$ cat config.mk
export PLATFORM = sky130hd
export DESIGN_NAME = text_line_writer
export DESIGN_NICKNAME = d
export VERILOG_FILES = /design/src/rtl/text_line_writer_pkg.sv /design/src/rtl/text_cell_index.sv /design/src/rtl/text_line_writer.sv
export SDC_FILE = /design/constraint.sdc
export NUM_CORES = 1
export LEC_CHECK = 0
export ABC_AREA = 1
export BUFFER_PORTS_ARGS = -buffer_cell sky130_fd_sc_hd__buf_2
export CORE_MARGIN = 1.5
export CORE_UTILIZATION = 55
export DETAILED_ROUTE_END_ITERATION = 7
export PLACE_DENSITY = 0.73
export SLEW_MARGIN = 10
export SYNTH_ARGS = -nofsm -noshare
export SYNTH_HDL_FRONTEND = slang
export SYNTH_SLANG_ARGS = --single-unit
$ cat constraint.sdc
create_clock -name clk -period 6.91 [get_ports clk]
set_clock_uncertainty 0.1 [all_clocks]
set_input_delay 0 -clock clk [delete_from_list [all_inputs] [get_ports clk]]
set_output_delay 0 -clock clk [all_outputs]
set_load 0.02 [all_outputs]
$ cat src/rtl/text_line_writer_pkg.sv
// rtl/text_line_writer_pkg.sv - shared display constants, FSM states and helpers
package text_line_writer_pkg;

  typedef enum logic {
    IDLE  = 1'b0,
    CLEAR = 1'b1
  } state_t;

  localparam logic [7:0] ASCII_SPACE = 8'h20;
  localparam logic [7:0] ASCII_BS    = 8'h08;
  localparam int         TYPE_WIDTH  = 6;

  // Only 0x20..0x7E land in the line; other control codes are consumed silently.
  function automatic logic is_printable(input logic [7:0] c);
    return (c >= 8'h20) && (c <= 8'h7e);
  endfunction

endpackage

$ cat src/rtl/text_cell_index.sv
// rtl/text_cell_index.sv - combinational scan-position to character-cell lookup
module text_cell_index
  import text_line_writer_pkg::*;
#(
  parameter int NUM_CHARS  = 16,
  parameter int SCALE      = 1,
  parameter int ORIGIN_ROW = 0,
  parameter int ORIGIN_COL = 0
) (
  input  logic [9:0]                     row,
  input  logic [9:0]                     col,
  output logic                           active,
  output logic [$clog2(NUM_CHARS)-1:0]   index
);

  localparam int CW    = $clog2(NUM_CHARS);
  localparam int PITCH = TYPE_WIDTH * SCALE;

  // Region bounds widened to 11 bits so origin + extent never wraps.
  localparam logic [10:0] ROW_LO  = 11'(ORIGIN_ROW);
  localparam logic [10:0] ROW_HI  = 11'(ORIGIN_ROW + PITCH);
  localparam logic [10:0] COL_LO  = 11'(ORIGIN_COL);
  localparam logic [10:0] COL_HI  = 11'(ORIGIN_COL + NUM_CHARS * PITCH);
  localparam logic [10:0] PITCH11 = 11'(PITCH);

  logic [10:0] row11;
  logic [10:0] col11;
  logic [10:0] offset;

  assign row11  = {1'b0, row};
  assign col11  = {1'b0, col};
  assign active = (row11 >= ROW_LO) && (row11 < ROW_HI) &&
                  (col11 >= COL_LO) && (col11 < COL_HI);
  assign offset = col11 - COL_LO;
  assign index  = active ? CW'(offset / PITCH11) : '0;

endmodule

$ cat src/rtl/text_line_writer.sv
// rtl/text_line_writer.sv - single text line buffer with cursor, backspace and clear sweep
module text_line_writer
  import text_line_writer_pkg::*;
#(
  parameter int NUM_CHARS  = 16,
  parameter int SCALE      = 1,
  parameter int ORIGIN_ROW = 0,
  parameter int ORIGIN_COL = 0,
  parameter int WRAP       = 0
) (
  input  logic                           clk,
  input  logic                           rst_l,
  input  logic [7:0]                     char_in,
  input  logic                           char_valid,
  output logic                           char_ready,
  input  logic                           clear,
  input  logic [9:0]                     VGA_row,
  input  logic [9:0]                     VGA_col,
  output logic [7:0]                     character,
  output logic                           cell_active,
  output logic [$clog2(NUM_CHARS)-1:0]   cursor,
  output logic                           full
);

  localparam int            CW   = $clog2(NUM_CHARS);
  localparam logic [CW-1:0] LAST = CW'(NUM_CHARS - 1);

  state_t        state;
  state_t        state_next;
  logic [7:0]    buffer [NUM_CHARS];
  logic [CW-1:0] clr_idx;
  logic [CW-1:0] scan_idx;
  logic          accept;

  assign accept = char_valid && char_ready;

  // State register.
  always_ff @(posedge clk or negedge rst_l) begin
    if (!rst_l) state <= IDLE;
    else        state <= state_next;
  end

  // Next state and handshake: clear wins over a coincident character.
  always_comb begin
    state_next = state;
    char_ready = 1'b0;
    case (state)
      IDLE: begin
        char_ready = !full && !clear;
        if (clear) state_next = CLEAR;
      end
      CLEAR: begin
        if (clr_idx == LAST) state_next = IDLE;
      end
      default: state_next = IDLE;
    endcase
  end

  // Line storage, cursor and full flag; the clear sweep blanks one cell per cycle.
  always_ff @(posedge clk or negedge rst_l) begin
    if (!rst_l) begin
      for (int i = 0; i < NUM_CHARS; i++) buffer[i] <= ASCII_SPACE;
      cursor  <= '0;
      full    <= 1'b0;
      clr_idx <= '0;
    end else if (state == CLEAR) begin
      buffer[clr_idx] <= ASCII_SPACE;
      clr_idx         <= clr_idx + 1'b1;
      if (clr_idx == LAST) begin
        clr_idx <= '0;
        cursor  <= '0;
        full    <= 1'b0;
      end
    end else if (clear) begin
      clr_idx <= '0;
    end else if (accept) begin
      if (char_in == ASCII_BS) begin
        if (cursor != '0) begin
          cursor                  <= cursor - 1'b1;
          buffer[cursor - 1'b1]   <= ASCII_SPACE;
          full                    <= 1'b0;
        end
      end else if (is_printable(char_in)) begin
        buffer[cursor] <= char_in;
        if (cursor == LAST) begin
          if (WRAP != 0) cursor <= '0;
          else           full   <= 1'b1;
        end else begin
          cursor <= cursor + 1'b1;
        end
      end
    end
  end

  text_cell_index #(
    .NUM_CHARS  (NUM_CHARS),
    .SCALE      (SCALE),
    .ORIGIN_ROW (ORIGIN_ROW),
    .ORIGIN_COL (ORIGIN_COL)
  ) u_cell_index (
    .row    (VGA_row),
    .col    (VGA_col),
    .active (cell_active),
    .index  (scan_idx)
  );

  assign character = cell_active ? buffer[scan_idx] : ASCII_SPACE;

endmodule

; Yosys cells after proc, flatten, opt, wreduce, memory -nomap -nowiden
; Index checks and enable logic that the tools add are counted.
; W data, S select, Z words.
[op_classes]
div_mod_pow = 1
n_mux = 41
n_lt_le_gt_ge = 13
eq_ne = 7
n_addsub = 3
bitwise = 11
reduce_logical = 19
[ops]
columns = cell, count
row1 = $mux W128, 6
row2 = $and A112 B112 Y112, 2
row3 = $not A112 Y112, 2
row4 = $bwmux W128, 1
row5 = $demux W8 S4, 3
row6 = $mux W4, 12
row7 = $mux W8, 6
row8 = $bmux W8 S4, 1
row9 = $or A16 B16 Y16, 2
row10 = $ge A10 B1 Y1 const B, 2
row11 = $ge A5 B5 Y1 const B, 4
row12 = $not A4 Y5, 4
row13 = $lt A5 B1 Y1 const B, 3
row14 = $reduce_and A6 Y1, 2
row15 = $div A10 B3 Y11 const B, 1
row16 = $mux W1, 11
row17 = $lt A10 B3 Y1 const B, 1
row18 = $lt A10 B7 Y1 const B, 1
row19 = $logic_and A1 B1 Y1, 9
row20 = $add A4 B1 Y4 const B, 2
row21 = $eq A4 B4 Y1 const B, 2
row22 = $eq A8 B4 Y1 const B, 1
row23 = $ge A8 B6 Y1 const B, 1
row24 = $le A8 B7 Y1 const B, 1
row25 = other kinds (11), 15
[word_totals]
inputBits = 32
register_bits = 138
elab_cells = 115
out_inout_bits = 15

; Depth between registers and ports, before layout
[depth]
word_depth = 13
ltp_mapped = 28
depth_no_buf = 27

; Hierarchy
; A second synthesis with hierarchy kept.
[unflattened]
hier_cells = 1288
hier_area_um2 = 8802.2
[modules_own_cells]
columns = module, cells_each, n_inst, area_per_inst_um2, seq_area_each_um2
row1 = text_line_writer, 1221, 1, 8484.4, 3473.3
row2 = text_cell_index, 67, 1, 317.8, 0.0

; Worst setup path after synthesis
; Ideal clock, no wire load.
[synth_path]
kind = flip-flop to flip-flop
start = reg cursor[0]
end = reg buffer[112] (netlist name)
setup_time_ns = 0.158
synth_period_minus_slack_ns = 2.625
t_arrival_ns = 2.368
path_stages_with_launch = 12
required_ns = 6.652
n_path_buf = 1
path_slack_ns = 4.285
path_cell_list = dfrtp_1 inv_1 ha_1 inv_1 nor2_1 inv_1 o2bb2ai_1 a21oi_1 buf_2 o21ai_0 a221oi_1 o22ai_1
[synth_via]
elab_chain_cells = 13
word_cells_on_any_way = 25
cone_classes = add/sub: 1 / order compare: 4 / eq/ne: 1 / mux: 11 / bitwise: 4 / reduce/logical: 4
[synth_rtl]
columns = item, line_no
row1 = "start, declared", text_line_writer.sv:21  ; output logic [$clog2(NUM_CHARS)-1:0] cursor,
row2 = "start signal, assigned", text_line_writer.sv:79  ; cursor <= cursor - 1'b1;
row3 = "start signal, assigned", text_line_writer.sv:89  ; cursor <= cursor + 1'b1;
row4 = $sub A4 B1 Y4, text_line_writer.sv:80  ; buffer[cursor - 1'b1] <= ASCII_SPACE;
row5 = $not A4 Y5 (not written as such), text_line_writer.sv:80
row6 = $ge A5 B5 Y1 (not written as such) / $lt A5 B1 Y1 (equally long branches), text_line_writer.sv:80
row7 = $logic_and A1 B1 Y1 (not written as such), text_line_writer.sv:80
row8 = $mux W8 (not written as such), text_line_writer.sv:80
row9 = $demux W8 S4, text_line_writer.sv:80
row10 = $not A112 Y112 (no line), --
row11 = $and A112 B112 Y112 (no line), --
row12 = $mux W128, text_line_writer.sv:78  ; if (cursor != '0) begin
row13 = $mux W128, text_line_writer.sv:77  ; if (char_in == ASCII_BS) begin
row14 = $mux W128, text_line_writer.sv:76  ; end else if (accept) begin
row15 = $mux W128, text_line_writer.sv:74  ; end else if (clear) begin
row16 = $mux W128, text_line_writer.sv:66  ; end else if (state == CLEAR) begin
row17 = "end signal, assigned by index", text_line_writer.sv:84  ; buffer[cursor] <= char_in;
row18 = "end, declared", text_line_writer.sv:30  ; logic [7:0] buffer [NUM_CHARS];
; Several ways; a longest one is shown, not always the timed one. The select of a mux whose other input is x is not followed.
; A chain may end at the register's enable or synchronous reset.

; Worst setup path after layout
[layout_path]
start = in VGA_col[8]
end = out character[0]
[layout_via]
elab_chain_cells = 9
word_cells_on_any_way = 11
cone_classes = div: 1 / order compare: 2 / mux: 5 / bitwise: 1 / reduce/logical: 2
[layout_rtl]
columns = item, line_no
row1 = "start, declared", text_line_writer.sv:18  ; input logic [9:0] VGA_col,
row2 = "parallel branches: the longest is 8 deep, another holds $div A10 B3 Y11", --
row3 = $mux W8 (*), text_line_writer.sv:107  ; assign character = cell_active ? buffer[scan_idx] : ASCII_SPACE;
row4 = "end, declared", text_line_writer.sv:19  ; output logic [7:0] character,
; Mark *: on every way between the ends. The select of a mux whose other input is x is not followed.

==> impl_results.md <==
- Area delta synth->final: 12.0%
- H-tree depth: 4
- Number of synthesized flops with an enable pin: 0
- Post-synth top flop: dfrtp_1
- Fin. Hold Viols: 0
- Final core occ: 63.4%
- Sink Count: 138
- Worst setup EP type: output pin
- Design Power: 3240 uW
- Largest family of logic cells by synthesized area: simple AND/OR/NAND/NOR gates
- Core outline area: between 0.01 and 0.015 sq mm
- RSZ-0062 raised after global routing: no
- Post_cts resized: 0
- CP dominant cell by count: nand2_1
- Clk buf depth: 2
- GRT Total Usage: 32.5%
- Max VDD drop: 0.000220 V
- Post-route ant nets: 0
- Final WL: 23500 microns
- Sw frac: a little over two fifths
- Setup TNS: 0 ps
- Clk root buf: clkbuf_16
- Post-Synth Simple-Gate Area: 24.7%
- Largest net degree at the start of global routing: 75
- Reg2reg end: buffer[52]
- Vias per inst: approximately 5.9
- Post-CTS Setup Inserts: 0
- Clock Pin Slew Worst Setup and Hold Paths: 60 ps
- Register bit total from synthesis: between 100 and 150
- Mapped Nets: ~1100
- Synthesis Warnings: 0
- Initial antenna violation count: 0
- Port Buffers: 44
- Cell count after synthesis: between 1000 and 1500
- Post-synthesis adder-cell area fraction: 1.58%
- Reg2Reg Depth: 13
- Leak: 0.00411 uW
- Num CTS Buffers: 17
- Tcrit/Tclk final: a little under three fifths
- DIE AREA: 0.0151 sq mm
- Hold_buf cts: 4
- Reg-to-Reg Start: cursor[0]
- Setup violators final: 0
- Pins Over Slew Limit: 0
- Worst Hold Class: primary input to asynchronous set/reset pin
- DRT Pass-1 Iters: 6
- Pwr dens: between 300 and 400 mW/mm^2
- # fillers: around 1300
- Distinct cell type count after synthesis: 36
- CP max stage delay: between 600 and 700 ps
- Min Tclk post-route: just under 4000 ps
- Vias in the first global route: 7072
- Max stage delay cell, worst path: nand2_4
- Storage cell area: 0.00347 sq mm
- Hold WS: 27.8 ps
- Residual DRC: 0
- Syn Std Cell Area: 0.00792 sq mm
- Clock group share of total power: between 20% and 30%
- Initial DRC Count: between 1000 and 1500
- Power Internal: 1870 uW
- Via count: 7751
- Clock Latency Late Sink: 430 ps
- DIE HEIGHT: 123 microns
- Sequential share of the synthesized area: 43.9%
- Finished layout cell area: between 0.008 and 0.009 sq mm
- Worst slew pin tran: 1170 ps
- Syn_area_per_cell: 7.33 sq um
- Xor/xnor share of the synthesized area: 0.111%
- Top cells by area, synth: dfrtp_1, nand2_1, o21ai_0
- Fmax: about 250 MHz
- Mux contribution to synthesized area: 0%
- Initial Util: 56.6%
- Post-DP Area: 0.00823 sq mm
- Worst Path Arrival: 3830 ps
- CP max FO: 68
- Antenna cell count: 0
- First-pass GRT wire length: 37700 microns
- Commonest cells after routing, fill and taps aside: nand2_1, inv_1, o21ai_0
- Total of max-cap violations: 0
- Nets: 1156
- Multi-input logic area: 0.00368 sq mm
- Share of layout cells above drive strength 1: 9.49%
- Die extent in x: around 120 microns
- Worst R2R Setup Slack: 3160 ps
- Top cell type's share of synthesized area: approximately two fifths
- Synth area leader: dfrtp_1
- Relative slew slack: 22.2%
- Ys async rst share: 100%
- Comb power frac: 39.0%
- DR WL/cell: between 15 and 20 microns
- Outcome: complete, no violations
- CP Class: primary input to output pin
- Sequential Power Share: 32.2%
- CP Launch Type: primary input
- # IOs: 47
- Grt total ovfl: 0
- WP data required: about 6800 ps
- Switch Pwr: around 1400 uW
- Post-DP HPWL: ~15000 microns
- CTS tree: built
- Synth Area in Compound Gates: 20.0%
- Most common cell after layout, fill and taps aside: nand2_1
- FP Rows: 43
- Routability Congestion: 0.951
[flip-flops by register name, summed over array words and instances, names as in the netlist]
name,cells
cursor,4
buffer,128
full,1
clr_idx,4
state,1
[synthesized netlist by cell type (2+ instances only)]
master and n:
nand2_1 204, a31oi_1 3, clkbuf_1 22, inv_1 152, o22ai_1 54, nand3_1 135
nand3_2 4, o211ai_1 4, o21a_1 6, dfrtp_1 122, o21ai_1 7, nand4_1 2
o2bb2ai_1 2, nor3_1 2, nor4_1 4, nand2_2 2, buf_6 4, and3_1 7
nor2_1 91, a211oi_1 6, buf_2 14, a221oi_1 3, ha_1 10, o32ai_1 2
nand2_4 2, a32oi_1 2, dfstp_2 16, o21ai_0 136, a22oi_1 2, a21oi_1 54
[critical path, delay by kind of cell]
family / cells / cell delay [ps]
buffers and inverters: 4 / 440
and+or+nand+nor: 23 / 3350
[logic make-up after synthesis]
logic type / after synthesis
xor+xnor: 1
buf+inv: 193
fa+ha+maj: 10
compound gates: 284
flops: 138
simple gates: 454
[power by group through the flow]
stage	clock (uW)	sequential, uW	combinational (uW)
4_1_cts	939	1040	1230
3_3_place_gp	0	1050	1200
6_report	935	1040	1270
3_5_place_dp	0	1050	1220
2_1_floorplan	0	1040	861
5_1_grt	973	1060	1390
[stage by stage]
step           instances  setup WS (ps)
6_report            1307           2980
5_1_grt             1307           2630
4_1_cts             1307           3020
3_5_place_dp        1271           2990
3_3_place_gp        1271           3030
2_1_floorplan       1080           4280
[worst max-delay path by stage]
stage / start / end / depth (start not counted)
floorplan: cursor[0] / buffer[112] / 11
global placement: VGA_col[8] / character[7] / 27
detailed placement: VGA_col[8] / character[3] / 27
CTS: VGA_col[8] / character[3] / 27
global route: VGA_col[8] / character[0] / 27
finish: VGA_col[8] / character[0] / 27
[routing by layer]
metal	wire [microns]	part of all wire (%)	up-vias	track usage [%]
li1	-	-	3690	-
met1	10600	45	3689	48.6
met2	10600	45	341	49.1
met3	1930	8.2	31	6.09
met4	284	1.2	0	7.76
met5	0	0	-	0
[cell type report]
class                      instances  area share [%]
inverter                         153            6.48
timing repair buffer              55            3.60
sequential                       138            39.2
clock inverter                    11            1.64
tap                              180            2.54
clock buffer                      21            5.08
multi-input combinational        749            41.5
Power figures use the tool's default switching activity.
